File: src/rtl/mdu_pkg.sv
// Shared constants, op codes and FSM state type for the multiply/divide sequencer.
package mdu_pkg;

  localparam int ITERS = 32;

  localparam logic [5:0] ALU_ADD = 6'b000000;
  localparam logic [5:0] ALU_SUB = 6'b000001;

  localparam logic [1:0] OP_MULTU = 2'b00;
  localparam logic [1:0] OP_MULT  = 2'b01;
  localparam logic [1:0] OP_DIVU  = 2'b10;
  localparam logic [1:0] OP_DIV   = 2'b11;

  typedef enum logic [2:0] {
    ST_IDLE,
    ST_PREP,
    ST_ITER,
    ST_FIX,
    ST_DONE
  } state_t;

  function automatic logic op_is_div(input logic [1:0] op);
    return op[1];
  endfunction

  function automatic logic op_is_signed(input logic [1:0] op);
    return op[0];
  endfunction

endpackage

File: src/rtl/mdu_signfix.sv
// Combinational sign handling: operand magnitudes for PREP and result negation for FIX.
module mdu_signfix (
  input  logic [31:0] rs,
  input  logic [31:0] rt,
  input  logic [31:0] hi_in,
  input  logic [31:0] lo_in,
  input  logic        is_mult,
  input  logic        neg_q,
  input  logic        neg_r,
  output logic [31:0] rs_abs,
  output logic [31:0] rt_abs,
  output logic [31:0] hi_out,
  output logic [31:0] lo_out
);

  logic [63:0] prod;
  logic [63:0] prod_neg;

  always_comb begin
    rs_abs   = rs[31] ? (~rs + 32'd1) : rs;
    rt_abs   = rt[31] ? (~rt + 32'd1) : rt;
    prod     = {hi_in, lo_in};
    prod_neg = ~prod + 64'd1;
    hi_out   = hi_in;
    lo_out   = lo_in;
    if (is_mult) begin
      if (neg_q) begin
        hi_out = prod_neg[63:32];
        lo_out = prod_neg[31:0];
      end
    end else begin
      // Remainder takes the dividend's sign, quotient the XOR of both signs.
      if (neg_r) hi_out = ~hi_in + 32'd1;
      if (neg_q) lo_out = ~lo_in + 32'd1;
    end
  end

endmodule

File: src/rtl/mdu_seq.sv
// Multi-cycle MULT/MULTU/DIV/DIVU sequencer owning HI/LO; every add/subtract step
// goes through an external ALU driven from registered alu_* outputs.
module mdu_seq #(
  parameter int ITERS = mdu_pkg::ITERS
) (
  input  logic        clk,
  input  logic        reset,
  input  logic        start,
  input  logic [1:0]  op,
  input  logic [31:0] rs_val,
  input  logic [31:0] rt_val,
  input  logic        flush,
  input  logic        mthi,
  input  logic        mtlo,
  input  logic [31:0] mt_data,
  output logic        busy,
  output logic        done,
  output logic [31:0] hi,
  output logic [31:0] lo,
  output logic [31:0] alu_a,
  output logic [31:0] alu_b,
  output logic [5:0]  alu_fun,
  output logic        alu_sign,
  input  logic [31:0] alu_s
);
  import mdu_pkg::*;

  localparam logic [4:0] LAST_STEP = 5'(ITERS - 1);

  state_t      state_reg, state_next;
  logic [1:0]  op_reg;
  logic [4:0]  cnt_reg;
  logic [31:0] acc_reg;
  logic [31:0] mq_reg;
  logic [31:0] opnd_reg;
  logic [31:0] rs_raw_reg;
  logic        neg_q_reg, neg_r_reg, div0_reg, msb_reg;
  logic [31:0] hi_reg, lo_reg;
  logic [31:0] alu_a_reg, alu_b_reg;
  logic [5:0]  alu_fun_reg;

  logic [31:0] rs_abs, rt_abs, fix_hi, fix_lo;
  logic [31:0] rs_opnd, rt_opnd;
  logic        is_div, is_signed;

  logic        carry, borrow, take;
  logic [31:0] acc_step, mq_step;
  logic [31:0] src_acc, src_mq, src_opnd;
  logic [31:0] alu_a_next, alu_b_next;
  logic [5:0]  alu_fun_next;
  logic        msb_next;

  assign is_div    = op_is_div(op_reg);
  assign is_signed = op_is_signed(op_reg);
  assign rs_opnd   = is_signed ? rs_abs : rs_val;
  assign rt_opnd   = is_signed ? rt_abs : rt_val;

  mdu_signfix u_signfix (
    .rs      (rs_val),
    .rt      (rt_val),
    .hi_in   (acc_reg),
    .lo_in   (mq_reg),
    .is_mult (~is_div),
    .neg_q   (neg_q_reg),
    .neg_r   (neg_r_reg),
    .rs_abs  (rs_abs),
    .rt_abs  (rt_abs),
    .hi_out  (fix_hi),
    .lo_out  (fix_lo)
  );

  always_ff @(posedge clk or negedge reset) begin
    if (!reset) state_reg <= ST_IDLE;
    else        state_reg <= state_next;
  end

  always_comb begin
    state_next = state_reg;
    busy       = 1'b0;
    done       = 1'b0;
    unique case (state_reg)
      ST_IDLE: if (start) state_next = ST_PREP;
      ST_PREP: begin
        busy       = 1'b1;
        state_next = ST_ITER;
      end
      ST_ITER: begin
        busy = 1'b1;
        if (cnt_reg == LAST_STEP) state_next = ST_FIX;
      end
      ST_FIX: begin
        busy       = 1'b1;
        state_next = ST_DONE;
      end
      ST_DONE: begin
        busy       = 1'b1;
        done       = 1'b1;
        state_next = ST_IDLE;
      end
      default: state_next = ST_IDLE;
    endcase
    if (flush && state_reg != ST_IDLE) state_next = ST_IDLE;
  end

  // One shift-add or restoring-divide step, consuming the ALU result for the registered operands.
  always_comb begin
    carry  = (alu_a_reg[31] & alu_b_reg[31]) | ((alu_a_reg[31] | alu_b_reg[31]) & ~alu_s[31]);
    borrow = (~alu_a_reg[31] & alu_b_reg[31]) | ((~alu_a_reg[31] | alu_b_reg[31]) & alu_s[31]);
    take   = msb_reg | ~borrow;
    if (is_div) begin
      acc_step = take ? alu_s : alu_a_reg;
      mq_step  = {mq_reg[30:0], take};
    end else if (mq_reg[0]) begin
      acc_step = {carry, alu_s[31:1]};
      mq_step  = {alu_s[0], mq_reg[31:1]};
    end else begin
      acc_step = {1'b0, acc_reg[31:1]};
      mq_step  = {acc_reg[0], mq_reg[31:1]};
    end
  end

  // Operands for the next ALU step come from whatever the accumulators become at this edge.
  always_comb begin
    if (state_reg == ST_PREP) begin
      src_acc  = 32'd0;
      src_mq   = is_div ? rs_opnd : rt_opnd;
      src_opnd = is_div ? rt_opnd : rs_opnd;
    end else begin
      src_acc  = acc_step;
      src_mq   = mq_step;
      src_opnd = opnd_reg;
    end
    alu_a_next   = 32'd0;
    alu_b_next   = 32'd0;
    alu_fun_next = ALU_ADD;
    msb_next     = 1'b0;
    if (state_next == ST_ITER) begin
      alu_b_next = src_opnd;
      if (is_div) begin
        alu_a_next   = {src_acc[30:0], src_mq[31]};
        alu_fun_next = ALU_SUB;
        msb_next     = src_acc[31];
      end else begin
        alu_a_next = src_acc;
      end
    end
  end

  always_ff @(posedge clk or negedge reset) begin
    if (!reset) begin
      op_reg      <= OP_MULTU;
      cnt_reg     <= 5'd0;
      acc_reg     <= 32'd0;
      mq_reg      <= 32'd0;
      opnd_reg    <= 32'd0;
      rs_raw_reg  <= 32'd0;
      neg_q_reg   <= 1'b0;
      neg_r_reg   <= 1'b0;
      div0_reg    <= 1'b0;
      msb_reg     <= 1'b0;
      hi_reg      <= 32'd0;
      lo_reg      <= 32'd0;
      alu_a_reg   <= 32'd0;
      alu_b_reg   <= 32'd0;
      alu_fun_reg <= ALU_ADD;
    end else begin
      alu_a_reg   <= alu_a_next;
      alu_b_reg   <= alu_b_next;
      alu_fun_reg <= alu_fun_next;
      msb_reg     <= msb_next;
      unique case (state_reg)
        ST_IDLE: begin
          if (start) op_reg <= op;
          if (mthi)  hi_reg <= mt_data;
          if (mtlo)  lo_reg <= mt_data;
        end
        ST_PREP: begin
          acc_reg    <= src_acc;
          mq_reg     <= src_mq;
          opnd_reg   <= src_opnd;
          rs_raw_reg <= rs_val;
          neg_q_reg  <= is_signed & (rs_val[31] ^ rt_val[31]);
          neg_r_reg  <= is_signed & rs_val[31];
          div0_reg   <= is_div & (rt_val == 32'd0);
          cnt_reg    <= 5'd0;
        end
        ST_ITER: begin
          acc_reg <= acc_step;
          mq_reg  <= mq_step;
          cnt_reg <= cnt_reg + 5'd1;
        end
        ST_FIX: begin
          if (!flush) begin
            hi_reg <= div0_reg ? rs_raw_reg : fix_hi;
            lo_reg <= div0_reg ? 32'hFFFF_FFFF : fix_lo;
          end
        end
        default: ;
      endcase
    end
  end

  assign hi       = hi_reg;
  assign lo       = lo_reg;
  assign alu_a    = alu_a_reg;
  assign alu_b    = alu_b_reg;
  assign alu_fun  = alu_fun_reg;
  assign alu_sign = 1'b0;

endmodule
File: config.mk
export PLATFORM = sky130hd
export DESIGN_NAME = mdu_seq
export DESIGN_NICKNAME = d
export VERILOG_FILES = /design/src/rtl/mdu_pkg.sv /design/src/rtl/mdu_signfix.sv /design/src/rtl/mdu_seq.sv
export SDC_FILE = /design/constraint.sdc
export NUM_CORES = 1
export LEC_CHECK = 0
export ABC_AREA = 1
export BUFFER_PORTS_ARGS = -buffer_cell sky130_fd_sc_hd__buf_2
export CORE_MARGIN = 4
export CORE_UTILIZATION = 35
export DETAILED_ROUTE_END_ITERATION = 8
export PLACE_DENSITY = 0.65
export SLEW_MARGIN = 10
export SYNTH_ARGS = -nofsm -noshare
export SYNTH_HDL_FRONTEND = slang
export SYNTH_SLANG_ARGS = --single-unit
export TNS_END_PERCENT = 5
File: constraint.sdc
create_clock -name clk -period 4.4 [get_ports clk]
set_clock_uncertainty 0.1 [all_clocks]
set_input_delay 0.88 -clock clk [delete_from_list [all_inputs] [get_ports clk]]
set_output_delay 0.88 -clock clk [all_outputs]
set_load 0.005 [all_outputs]
==> results.txt, run 1 <==
* Result of the run: finished, final reports clean
- Share of the synthesized netlist area taken by xor and xnor gates: 1.775%
* Arithmetic-cell share of the synthesized area counting full adders, half adders and majority gates: 0.4348%
- Hold Path Class: in2async
- For this run, the leading register cell type out of synthesis is sky130_fd_sc_hd__dfrtp_1.
- Largest stage delay on the critical path: approximately 520 ps
- X dimension of the die: 230.1 microns
- A synthesized cell averages 6.737 sq um.
- All-Layer GR Usage: 26.74%
- Final routed wire length divided by cell count: 21.25 microns
* Highest ir drop seen on vdd: 0.0003381 V
* Cell chosen for the clock root: sky130_fd_sc_hd__clkbuf_16
- Die Outline Area: between 0.05 and 0.06 sq mm
- Critical-path maximum fanout: 23
* Drt pass-1 iters: 7
- The max-slew violation count is 0.
* Cts-stage hold buffer count: 0
- In this run the number of H-tree levels came out at 1.
- Critical-path cell list: nor3_4, inv_2, nand2_2, clkinv_1, nand3_1, buf_2
- Unique masters post-synth: 57
* Post-Syn Area: about 0.017 sq mm
- Timing analysis after detailed placement gives a worst setup slack of 1191 ps.
- For this run, asynchronously set or reset flops after synthesis account for 100.0%.
- Post-layout min period: 3643 ps
- Clock latency on the worst-skew pair: ~620 ps
- Post-CTS timing repair inserted 0 buffers for setup.
- Summing the areas of all compound-gate instances in the mapped netlist gives between 10% and 20% of the synthesized area.
* CP Capture Type: output pin
- After detailed routing, the met3 layer carries 6709 microns of wire.
- In this run the count of I/O pins placed on the die edge is approximately 270.
* Number of gates resized after cts: 0
- Met2 WL post-DR: 31,120 microns
- After filler insertion, the fill cell instance count of the layout stands at approximately 5.3k.
- Sorting the synthesized cells by area gives the leading types as sky130_fd_sc_hd__dfrtp_1 (39%), sky130_fd_sc_hd__nand2_1 (15%), sky130_fd_sc_hd__nor2_1 (7.7%).
* Core area: 0.04885 sq mm
* Antenna-violating nets left: 0
- Slowest stage cell on the critical path: sky130_fd_sc_hd__dfrtp_1
- Arrival time reported for the critical path endpoint: 2660 ps
* Wire length of the first global-routing pass: 110,000 microns
- After Yosys synthesis, and, or, nand and nor cells account for between 30% and 40% of the synthesized area.
- The final layout contains between 2k and 3k nets.
* I/O Buffers: 266
- Fmax: about 270 MHz
* Proportion of layout cells with a drive suffix above 1: 14.79%
* Static Leak: 10.23 nW
- Number of max-cap violations: 0
- In this run, CTS created clock tree buffers numbering 31.
- After detailed routing, the wire length on met1 is 32,930 microns.
* Clock Path Buffers: 3
- The routed layout has 18.70k vias.
* Pin count of the biggest net entering global routing: 99
* Required time worst endpoint: 3420 ps
* Initial drt markers: 2,300
* Top routing layer in use: met5
- Clock tree from TritonCTS: done
- Measured against the total synthesized area, the mux share comes to less than 1%.
* Final global-route overflow total: 0
- CTS clock-pin slew for the worst setup and hold paths: 70 ps
- Number of vias per cell: 5.404
- Yosys Warn Count: 0
- Fin. Hold Viols: 0
* Largest family of logic cells by synthesized area: simple AND/OR/NAND/NOR gates
- Wire length after detailed routing: 73,530 microns
- Placed wire-length estimate: 56,000 microns
- Number of global-route vias before repair: 17.42k
* Critical path type: reg2out
- Sum of negative setup slack: 0 ps
- Counting flops and latches in the post-synthesis netlist gives 271.
- The cell count after synthesis came out at 2,563.
- EDFF count, synth: 0
- In the finished design, the share of the clock period the worst path needs comes to between 80% and 90%.
* Row cnt: 81
- Sequential area share after synthesis: 39.27%
* Chip height: 230.1 microns
- RSZ-0062 raised after global routing: no
- Pwr Density: 763.7 mW/mm^2
* Slew @ Worst Pin: 1031 ps
- The worst pin sits at a relative slew slack of a little under a third.
- Antenna violations before repair: 8
- Final setup margin: 756.7 ps
- In the routed design, unresolved DRC markers number 0.
- Synth top area share: about two fifths
- At the end of routability-driven placement, the weighted congestion stood at between 1 and 1.5.
* Number of setup violations in the final report: 0
* Library cell with the largest summed area after synthesis: sky130_fd_sc_hd__dfrtp_1
- Critical path launch point type: flip-flop
- Number of sinks on the clock net: 271
- From synthesis to final layout, the design area changed by 17.64%.
- The initial utilization of the core area, before any placement, comes to 35.35%.
## power by group
part / leakage [nW] / switching [mW] / internal (mW)
logic: 6.29 / 5.65 / 2.47
registers: 3.38 / 0.902 / 3.61
clock network: 0.566 / 1.13 / 1.75
## cells by family after synthesis
family,after synthesis
compound gates,469
xor+xnor,35
fa+ha+maj,6
buf+inv,414
flops,271
mux,1
other cells,1
simple gates,1366
## stage by stage
stage | area [sq um] | std cells | util (%) | power [mW] | hold WS (ps)
5_1_grt | 20310 | 3458 | 41.57 | 16.56 | 268.8
3_3_place_gp | 19170 | 3398 | 39.24 | 12.40 | 355.0
4_1_cts | 20300 | 3456 | 41.56 | 15.38 | 215.4
6_report | 20310 | 3460 | 41.58 | 15.51 | 205.8
2_1_floorplan | 17290 | 2568 | - | 9.314 | 340.2
3_5_place_dp | 19170 | 3398 | 39.24 | 12.44 | 359.1
## synthesized netlist by cell type, drive strengths merged, types with 21 or more instances
cell type  instances
a211oi            21
a21oi            157
buf               69
clkbuf            63
dfrtp            271
inv              280
nand2            680
nand3            237
nand4             22
nor2             358
nor3              28
o2111ai           23
o211ai            34
o21ai            187
o22ai             21
xor2              30
## worst max-delay path, delay by kind of cell, from the launching register on
| kind | cells | cell delay [ps] |
|---|---|---|
| buf+inv | 3 | 810 |
| flops | 1 | 520 |
| simple gates | 3 | 700 |
## layout by cell type (no fill, tap or decap), types with 4 or more instances in the layout
cell type	instances
sky130_fd_sc_hd__nand2_1	674
sky130_fd_sc_hd__nor2_1	351
sky130_fd_sc_hd__dfrtp_1	269
sky130_fd_sc_hd__inv_1	267
sky130_fd_sc_hd__buf_2	265
sky130_fd_sc_hd__nand3_1	235
sky130_fd_sc_hd__o21ai_0	177
sky130_fd_sc_hd__a21oi_1	155
sky130_fd_sc_hd__o211ai_1	34
sky130_fd_sc_hd__clkbuf_16	31
sky130_fd_sc_hd__xor2_1	30
sky130_fd_sc_hd__buf_4	30
sky130_fd_sc_hd__nor3_1	24
sky130_fd_sc_hd__o2111ai_1	23
sky130_fd_sc_hd__nand4_1	22
sky130_fd_sc_hd__o22ai_1	21
sky130_fd_sc_hd__a211oi_1	20
sky130_fd_sc_hd__or2_2	17
sky130_fd_sc_hd__inv_2	12
sky130_fd_sc_hd__clkbuf_8	10
sky130_fd_sc_hd__o32ai_1	8
sky130_fd_sc_hd__o21ai_1	8
sky130_fd_sc_hd__and3_1	7
sky130_fd_sc_hd__nand3b_1	7
sky130_fd_sc_hd__clkinv_2	7
sky130_fd_sc_hd__ha_1	6
sky130_fd_sc_hd__conb_1	6
sky130_fd_sc_hd__nand2_2	5
sky130_fd_sc_hd__xnor2_1	5
sky130_fd_sc_hd__bufinv_16	5
sky130_fd_sc_hd__diode_2	4
sky130_fd_sc_hd__nor2_4	4
sky130_fd_sc_hd__o221ai_1	4
sky130_fd_sc_hd__clkbuf_1	4
## metal layers
| layer | GRT usage, % | vias up |
|---|---|---|
| met5 | 0 | - |
| met4 | 8.809 | 6 |
| met3 | 4.001 | 128 |
| met2 | 39.32 | 966 |
| met1 | 40.14 | 8847 |
| li1 | - | 8751 |
## final timing paths
path | to | start | cells after the start | slack, ps
worst max-delay path | busy | state_reg[2] | 6 | 760
worst min-delay path | alu_a[24] | reset | 1 | 210
worst max register to register | lo[15] | state_reg[1] | 8 | 1380
worst min register to register | cnt_reg[3] | cnt_reg[3] | 1 | 370
max in group asynchronous | acc_reg[28] | reset | 2 | 3060
min in group clk | cnt_reg[3] | cnt_reg[3] | 1 | 370
## layout make-up
cell class | instances | area [sq um] | share of cell area [%]
Tap cell | 664 | 830.8 | 4.090
Antenna cell | 4 | 10.01 | 0.04928
Inverter | 282 | 1059 | 5.211
Sequential cell | 271 | 6787 | 33.41
Clock inverter | 13 | 205.2 | 1.010
Multi-Input combinational cell | 1883 | 8887 | 43.75
Clock buffer | 45 | 928.4 | 4.570
Timing Repair Buffer | 298 | 1607 | 7.909
Power figures use the tool's default switching activity.
==> run 2: changes to the inputs <==
==> constraint.sdc (replaced) <==
create_clock -name clk -period 3.8 [get_ports clk]
set_clock_uncertainty 0.1 [all_clocks]
set_input_delay 0.76 -clock clk [delete_from_list [all_inputs] [get_ports clk]]
set_output_delay 0.76 -clock clk [all_outputs]
set_load 0.005 [all_outputs]
==> results.txt, run 2 (synthesized netlist as in run 1, its figures left out) <==
- The placed instances occupy a cell area of between 0.015 and 0.02 sq mm.
* Chip height: 230.1 microns
- Cell chosen for the clock root: sky130_fd_sc_hd__clkbuf_16
* Largest stage delay on the critical path: between 400 and 500 ps
* Commonest non-fill, non-tap cell in the layout: sky130_fd_sc_hd__nand2_1
* Core area: 0.04885 sq mm
- For this block, the routed nets add up to around 75,000 microns of wire.
- Startpoint of the worst register-to-register path: op_reg[1]
- The clock passes through at most 3 buffers.
- In this run switching power makes up between 40% and 50% of total power.
- Critical-path cell list: inv_1, nor3_2, inv_1, nand2_2, clkinv_1, nand3_1, buf_2
* Final routed wire length divided by cell count: 21.71 microns
- The worst setup path is of the reg2out kind.
* Most frequent cells in the layout: sky130_fd_sc_hd__nand2_1 (674), sky130_fd_sc_hd__nor2_1 (351), sky130_fd_sc_hd__dfrtp_1 (269)
- Nets@finish: slightly below 3k
- Antenna violations before repair: 1
- Total number of vias: roughly 19k
- Post-placement worst setup slack: 470.1 ps
* Initial core utilization: 35.35%
* Count of placed standard cells including taps: 3,400
* Number of max-cap violations: 0
- X dimension of the die: about 230 microns
- DRC Markers: 0
- Number of sinks on the clock net: 271
- Summed over all layers, the global routing overflow is 0.
- After filler insertion, the fill cell instance count of the layout stands at between 5k and 6k.
- Hold Path Class: in2reg
* Fmax: 323.8 MHz
* Drt pass-1 iters: 6
- Total power draw: 18.24 mW
* Required time worst endpoint: 2940 ps
- The worst hold path begins at op[0].
- I/O Buffers: 266
* Number of setup buffers added after CTS: 0
- In this run, flip-flops and latches consume 28.7% of the power.
- The first routing iteration left 2,026 violations.
* CP dominant cell by count: sky130_fd_sc_hd__inv_1
- Setup repair after global routing left no endpoint under its margin.
- Detailed placement finished with a half-perimeter wire length of around 57,000 microns.
- Critical path launch point type: flip-flop
* Number of H-tree levels: 2
* Worst Hold Path Cells: 2
* Total I/O pin count: between 200 and 300
- Fin crit share: 81.27%
- Clock buffer count from CTS: 35
- The repair_antennas step left the layout with diodes totalling 0.
- Once routing completed, OpenROAD measured the worst setup slack at 711.8 ps.
* Slowest stage cell on the critical path: sky130_fd_sc_hd__dfrtp_1
- The worst pin sits at a relative slew slack of 29.46%.
* Sum of negative setup slack: 0 ps
* CTS clock-pin slew for the worst setup and hold paths: 60 ps
- Setup violations remaining at the end of the flow were counted as 0.
- Antenna-violating nets left: 0
- Data on the critical path arrives at its endpoint at ~2200 ps.
- Entering global routing, the biggest net connects just under 100 pins.
- Across the VDD grid, the largest voltage drop is 0.0004425 V.
* Post-route standard cell area excluding fillers: 0.02041 sq mm
* Pwr Density: ~890 mW/mm^2
- In this run the worst setup path begins at state_reg[1].
- Proportion of layout cells with a drive suffix above 1: 14.84%
* Switching power: 9.031 mW
- For the pin with the worst max-slew slack, the measured transition is 1058 ps.
* All-Layer GR Usage: between 20% and 30%
- Cell internal power was estimated by the tool at 9.210 mW.
- Critical-path maximum fanout: 21
* Number of gates resized after cts: 0
- The number of hold violations in the final report is 0.
* Wire length of the first global-routing pass: 111,200 microns
- Final std cells w/o fill: 3,460
- CP Capture Type: output pin
- Number of global-route vias before repair: 17.45k
- Using the TritonRoute via totals, the vias-per-cell ratio works out to 5.445.
- TritonCTS built the clock tree.
- Static Leak: between 10 and 15 nW
- RD Place Congestion: 1.040
- Die Outline Area: ~0.053 sq mm
- Of the total power, the clock network draws 19.1%.
- Result of the run: finished, final reports clean
- In this run, the combinational gates consume 52.1% of the power.
- Post-layout min period: 3088 ps
- Area grow syn2layout: 18.22%
- At the later pin of the worst-skew pair, clock insertion delay measures around 560 ps.
- The floorplan has 81 rows.
- The number of cells on the worst reg-to-reg path is 6.
* Max-slew violations: 0
run 2: cell count changes in the layout (fill, tap and decap cells not counted), sizes merged:
| cell | before | now |
|---|---|---|
| diode | 4 | 0 |
| clkinv | 10 | 7 |
| clkbuf | 45 | 48 |
| dlygate4sd3 | 0 | 1 |
| bufinv | 5 | 4 |
| buf | 298 | 300 |
| inv | 280 | 282 |
run 2: final cells by class:
type | instances | area [sq um] | area share [%]
Sequential cell | 271 | 6787 | 33.25
Timing Repair Buffer | 301 | 1657 | 8.115
Inverter | 282 | 1059 | 5.185
Clock inverter | 11 | 177.7 | 0.8704
Tap cell | 664 | 830.8 | 4.070
Clock buffer | 48 | 1016 | 4.977
Multi-Input combinational cell | 1883 | 8887 | 43.54
run 2: final timing paths:
| check | slack [ps] | to |
|---|---|---|
| min in group asynchronous | 600 | alu_a[6] |
| worst min register to register | 370 | cnt_reg[3] |
| worst max-delay path | 710 | busy |
| worst max register to register | 1070 | mq_reg[3] |
| worst min-delay path | 360 | op_reg[0] |
| max in group asynchronous | 2170 | hi[27] |
run 2: power groups by stage:
stage | Combinational, mW | Clock [mW] | Sequential (mW)
2_1_floorplan | 5.90 | 0 | 4.88
3_3_place_gp | 9.25 | 0 | 5.24
3_5_place_dp | 9.26 | 0 | 5.24
4_1_cts | 9.31 | 3.53 | 5.21
5_1_grt | 10.4 | 3.64 | 5.36
6_report | 9.51 | 3.49 | 5.24
run 2: timing repair:
| action | CTS | global route |
|---|---|---|
| hold buffers | 1 | 0 |
| endpoints found under the setup margin | 0 | 0 |
| endpoints found under the hold margin | 2 | 0 |
run 2: worst max-delay path: cells and delay by family, from the launching register on:
kind | cells | cell delay [ps]
AND/OR/NAND/NOR | 3 | 720
buffers and inverters | 4 | 520
flip-flops | 1 | 430
run 2: routing by layer:
layer	up-vias	global-route usage, %	part of all wire, %
met5	-	0	0.017
met3	121	4.237	9.4
met1	8930	40.66	44
met4	2	9.130	3.4
met2	1011	40.43	43
li1	8776	-	-
run 2: through the flow:
stage / hold WS [ps] / util [%]
2_1_floorplan: 340.2 / -
6_report: 355.3 / 41.79
5_1_grt: 352.8 / 41.79
3_3_place_gp: 353.3 / 39.32
4_1_cts: 332.9 / 41.79
3_5_place_dp: 360.6 / 39.32
